$ cat src/rtl/top_soc.sv
// Boot-banner SoC shell: streams a fixed 16-byte ROM message over an 8N1 UART
// transmitter once after reset, then holds the line idle-high.
module top_soc #(
  parameter int unsigned CLKS_PER_BIT = 4,
  parameter int unsigned MSG_LEN      = 16
) (
  input  logic clk,
  input  logic rst_n,
  output logic uart_tx
);

  localparam int unsigned CW = (CLKS_PER_BIT > 1) ? $clog2(CLKS_PER_BIT) : 1;
  localparam logic [CW-1:0] CNT_LAST = CW'(CLKS_PER_BIT - 1);
  localparam logic [3:0]    IDX_LAST = 4'(MSG_LEN - 1);

  typedef enum logic [2:0] {
    IDLE,
    START,
    DATA,
    STOP,
    DONE
  } state_t;

  state_t        state_q, state_d;
  logic [3:0]    idx_q, idx_d;
  logic [2:0]    bit_q, bit_d;
  logic [CW-1:0] cnt_q, cnt_d;
  logic          tx_q, tx_d;

  logic [7:0]    cur_byte;
  logic [2:0]    next_bit;
  logic          period_end;

  function automatic logic [7:0] rom_byte(input logic [3:0] i);
    logic [7:0] b;
    case (i)
      4'd0:    b = 8'h48;
      4'd1:    b = 8'h65;
      4'd2:    b = 8'h6C;
      4'd3:    b = 8'h6C;
      4'd4:    b = 8'h6F;
      4'd5:    b = 8'h2C;
      4'd6:    b = 8'h20;
      4'd7:    b = 8'h52;
      4'd8:    b = 8'h49;
      4'd9:    b = 8'h53;
      4'd10:   b = 8'h43;
      4'd11:   b = 8'h2D;
      4'd12:   b = 8'h56;
      4'd13:   b = 8'h21;
      4'd14:   b = 8'h0D;
      default: b = 8'h0A;
    endcase
    return b;
  endfunction

  assign cur_byte   = rom_byte(idx_q);
  assign next_bit   = bit_q + 3'd1;
  assign period_end = (cnt_q == CNT_LAST);

  // tx_d is the level for the *next* bit period, so the line only moves on
  // the edge that starts a new bit and the output stays a plain flop.
  always_comb begin
    state_d = state_q;
    idx_d   = idx_q;
    bit_d   = bit_q;
    cnt_d   = cnt_q;
    tx_d    = tx_q;
    case (state_q)
      IDLE: begin
        state_d = START;
        cnt_d   = '0;
        tx_d    = 1'b0;
      end
      START: begin
        if (period_end) begin
          state_d = DATA;
          cnt_d   = '0;
          bit_d   = '0;
          tx_d    = cur_byte[0];
        end else begin
          cnt_d = cnt_q + CW'(1);
        end
      end
      DATA: begin
        if (period_end) begin
          cnt_d = '0;
          if (bit_q == 3'd7) begin
            state_d = STOP;
            tx_d    = 1'b1;
          end else begin
            bit_d = next_bit;
            tx_d  = cur_byte[next_bit];
          end
        end else begin
          cnt_d = cnt_q + CW'(1);
        end
      end
      STOP: begin
        if (period_end) begin
          cnt_d = '0;
          if (idx_q == IDX_LAST) begin
            state_d = DONE;
            tx_d    = 1'b1;
          end else begin
            idx_d   = idx_q + 4'd1;
            state_d = START;
            tx_d    = 1'b0;
          end
        end else begin
          cnt_d = cnt_q + CW'(1);
        end
      end
      DONE: begin
        tx_d = 1'b1;
      end
      default: begin
        state_d = IDLE;
        tx_d    = 1'b1;
      end
    endcase
  end

  always_ff @(posedge clk or negedge rst_n) begin
    if (!rst_n) begin
      state_q <= IDLE;
      idx_q   <= '0;
      bit_q   <= '0;
      cnt_q   <= '0;
      tx_q    <= 1'b1;
    end else begin
      state_q <= state_d;
      idx_q   <= idx_d;
      bit_q   <= bit_d;
      cnt_q   <= cnt_d;
      tx_q    <= tx_d;
    end
  end

  assign uart_tx = tx_q;

endmodule

$ cat config.mk
export PLATFORM = sky130hd
export DESIGN_NAME = top_soc
export DESIGN_NICKNAME = d
export VERILOG_FILES = /design/src/rtl/top_soc.sv
export SDC_FILE = /design/constraint.sdc
export NUM_CORES = 1
export LEC_CHECK = 0
export ABC_AREA = 1
export ABC_CLOCK_PERIOD_IN_PS = 2800
export CORE_MARGIN = 4
export CORE_UTILIZATION = 64
export DETAILED_ROUTE_END_ITERATION = 6
export PLACE_DENSITY = 0.87
export SYNTH_ARGS = -nofsm -noshare
export SYNTH_HDL_FRONTEND = slang
export SYNTH_SLANG_ARGS = --single-unit
$ cat constraint.sdc
create_clock -name clk -period 2.8 [get_ports clk]
set_input_delay 0.56 -clock clk [delete_from_list [all_inputs] [get_ports clk]]
set_output_delay 0.56 -clock clk [all_outputs]
set_load 0.01 [all_outputs]
==> flow_summary_export.csv <==
group,metric,value,unit
pwr,finalPower,0.306,mW
critical_path,crit_buf_inv,1,
final_layout,fill_cells,122,
pwr,p_per_area,287,mW/mm²
sta,rsz0062_at_grt,"no",
hold_path,hp-class,"flip-flop to flip-flop",
grt,grt_usage,0.226,
final_layout,multi_input_area,598,µm²
route,drtIter0Drc,51,
yosys,async_flop_share,1.00,
critical_path,required,2.24,ns
sta,whs,0.503,ns
clock_tree,h-tree-depth,1,
clock_tree,insertion_delay,0.28,ns
clock_tree,clockBufferDepth,2,
floorplanning,fp.dieH,47.9,µm
yosys,synth_area_leaders,"dfrtp_1 (29%), nand2_1 (15%), ha_1 (14%), nand3_1 (6.4%), o21ai_0 (6.4%)",
yosys,syn_inst,141,
critical_path,critical_path.endpoint_type,"primary output",
yosys,synth_cell_types,19,
critical_path,max_stage_delay,0.53,ns
final_layout,layout-drive-gt1-share,0.0828,
grt,grt_max_degree,14,
yosys,syn-num-nets,154,
placed_design,io_buffers,2,
yosys,synth_most_common_cell,"nand2_1",
floorplanning,ioPinCount,3,
yosys,synthFlopType,"dfrtp_1",
pwr,p_leak,0.574,nW
placed_design,place.gp.congestion,0.917,
critical_path,start_kind,"flip-flop",
clock_tree,cts_root_buf,"clkbuf_4",
yosys,synth_edf_count,0,
route,wl,2.04,mm
placed_design,hpwlAfterDp,1.60,mm
final_layout,antenna_cells,0,
route,ant_nets,0,
sta,relSlewSlack,0.606,
sta,worst_pin_slew,0.589,ns
yosys,synth_top_area_share,0.295,
floorplanning,placementRows,14,
job,maxCapViolations,0,
sta,period_minus_slack,1.90,ns
grt,grt_overflow_total,0,
clock_tree,cts.reportedPaths.clkPinSlew,0.09,ns
floorplanning,die-area,0.00229,mm²
final_layout,seqCellArea,327,µm²
critical_path,cp_max_fo,2,
critical_path,worstSetupPathType,"flip-flop to primary output",
route,via_per_inst,5.48,
critical_path,crit_chain,"clkdlybuf4s50_1",
clock_tree,cts-resized-gates,0,
sta,skew,0.0167,ns
route,drc,0,
clock_tree,cts_buffers,3,
route,drtPass1Iterations,5,
yosys,netlist_area,0.00102,mm²
sta,min_period_over_period,0.677,
sta,finalSetupViolCount,0,
route,vias,882,
floorplanning,core_area,0.00151,mm²
route,route.detailed.wl_per_inst,12.7,µm
run_status,status,"finished clean",
yosys,synth_area_leader_cell,"dfrtp_1",
sta,maxSlewViolCount,0,
grt,grt_pass1_vias,767,
pwr,vdd_ir_drop_max,246,µV
clock_tree,holdBufCountCts,0,
critical_path,critical_path_arrival,1.34,ns
final_layout,area_growth,4.67,%
yosys,yosys_warnings,0,
critical_path,crit_slowest_cell,"dfstp_2",
floorplanning,die_w,47.9,µm
sta,hold_viol,0,
critical_path,path_delay_family,"flip-flops",
yosys,ys_ff_latch,13,
grt,grt_antenna_before_repair,0,
yosys,synth-seq-area-share,0.321,
sta,tns,0,ns
clock_tree,cts.sinks,13,
clock_tree,cts_tree,"yes",
sta,clock.fmax,0.527,GHz
yosys,syn_area_per_cell,7.22,µm²
grt,grt_pass1_wl,3.53,mm
floorplanning,initial_core_util,0.676,
yosys,synthTopCellsByCount,"nand2_1 (41), inv_1 (16), nor2_1 (14)",
final_layout,nNetsFinal,159,
clock_tree,post_cts_buffers,0,
-- registers in the layout, summed over array words and instances, names as in the netlist --
register	count
cnt_q	2
bit_q	3
uart_tx	1
state_q	3
idx_q	4
-- power by group --
part / internal, mW / switching, mW
Sequential: 0.188 / 0
Clock: 0.0552 / 0.0586
Combinational: 0.00122 / 0.00355
-- cell usage in the layout, fill, tap and decap left out, types with 2 or more instances in the layout --
| cell | instances |
|---|---|
| clkdlybuf4s50_1 | 2 |
| clkbuf_4 | 3 |
| xor2_1 | 2 |
| a21oi_1 | 3 |
| nand2_1 | 41 |
| nor2_1 | 14 |
| inv_2 | 4 |
| nor3_4 | 3 |
| o21ai_0 | 13 |
| nand3_1 | 13 |
| dfrtp_1 | 12 |
| nor3_1 | 2 |
| inv_1 | 16 |
| ha_1 | 11 |
-- layer usage --
layer | GRT usage | part of all wire
met1 | 0.323 | 0.45
met2 | 0.319 | 0.46
met3 | 0.0602 | 0.069
met4 | 0.0914 | 0.019
met5 | 0 | 0
-- stage by stage --
step	util	setup WS, ns	area [µm²]	cells
after global placement	0.690	1.17	1040	157
after detailed placement	0.690	1.10	1040	157
after global routing	0.708	0.860	1070	161
final	0.708	0.903	1070	161
after CTS	0.708	0.889	1070	161
after floorplan	-	1.29	1020	141
-- cell families (layout without fill, tap and decap cells) --
family,after synthesis,count (layout),share of synthesized area
and+or+nand+nor,75,75,0.340
buffers and inverters,22,26,0.0921
AOI/OAI and AO/OA,18,18,0.0946
DFF,13,13,0.321
adders and majority gates,11,11,0.135
xor gates and xnor gates,2,2,0.0172
-- worst reg2reg max path: stages, from the launching register on --
cell and delay [ns]:
dfrtp_1 0.48, inv_1 0.14, ha_1 0.37, nand3_1 0.10, nand2_1 0.05, inv_1 0.06
nand2_1 0.05, nand2_1 0.06, nand2_1 0.05, a21oi_1 0.12, nand2_1 0.06, a21oi_1 0.13
-- path summary, 6_finish.rpt --
kind                                 startpoint                     end  slack, ns  depth (start not counted)
max                         uart_tx$_DFFE_PN1P_                 uart_tx       0.90                          1
min                        cnt_q[0]$_DFFE_PN0P_    cnt_q[0]$_DFFE_PN0P_       0.50                          1
max reg2reg                idx_q[0]$_DFFE_PN0P_     uart_tx$_DFFE_PN1P_       1.10                         11
min reg2reg                cnt_q[0]$_DFFE_PN0P_    cnt_q[0]$_DFFE_PN0P_       0.50                          1
max in group asynchronous                 rst_n  state_q[0]$_DFFE_PN0P_       1.75                          1
min in group asynchronous                 rst_n  state_q[1]$_DFFE_PN0P_       0.65                          1
-- cell type report --
| type | count | share of cell area |
|---|---|---|
| Tap cell | 16 | 0.0188 |
| Inverter | 20 | 0.0704 |
| Timing Repair Buffer | 2 | 0.0188 |
| Sequential cell | 13 | 0.306 |
| Clock buffer | 4 | 0.0246 |
| Multi-Input combinational cell | 106 | 0.561 |
Power figures use the tool's default switching activity.
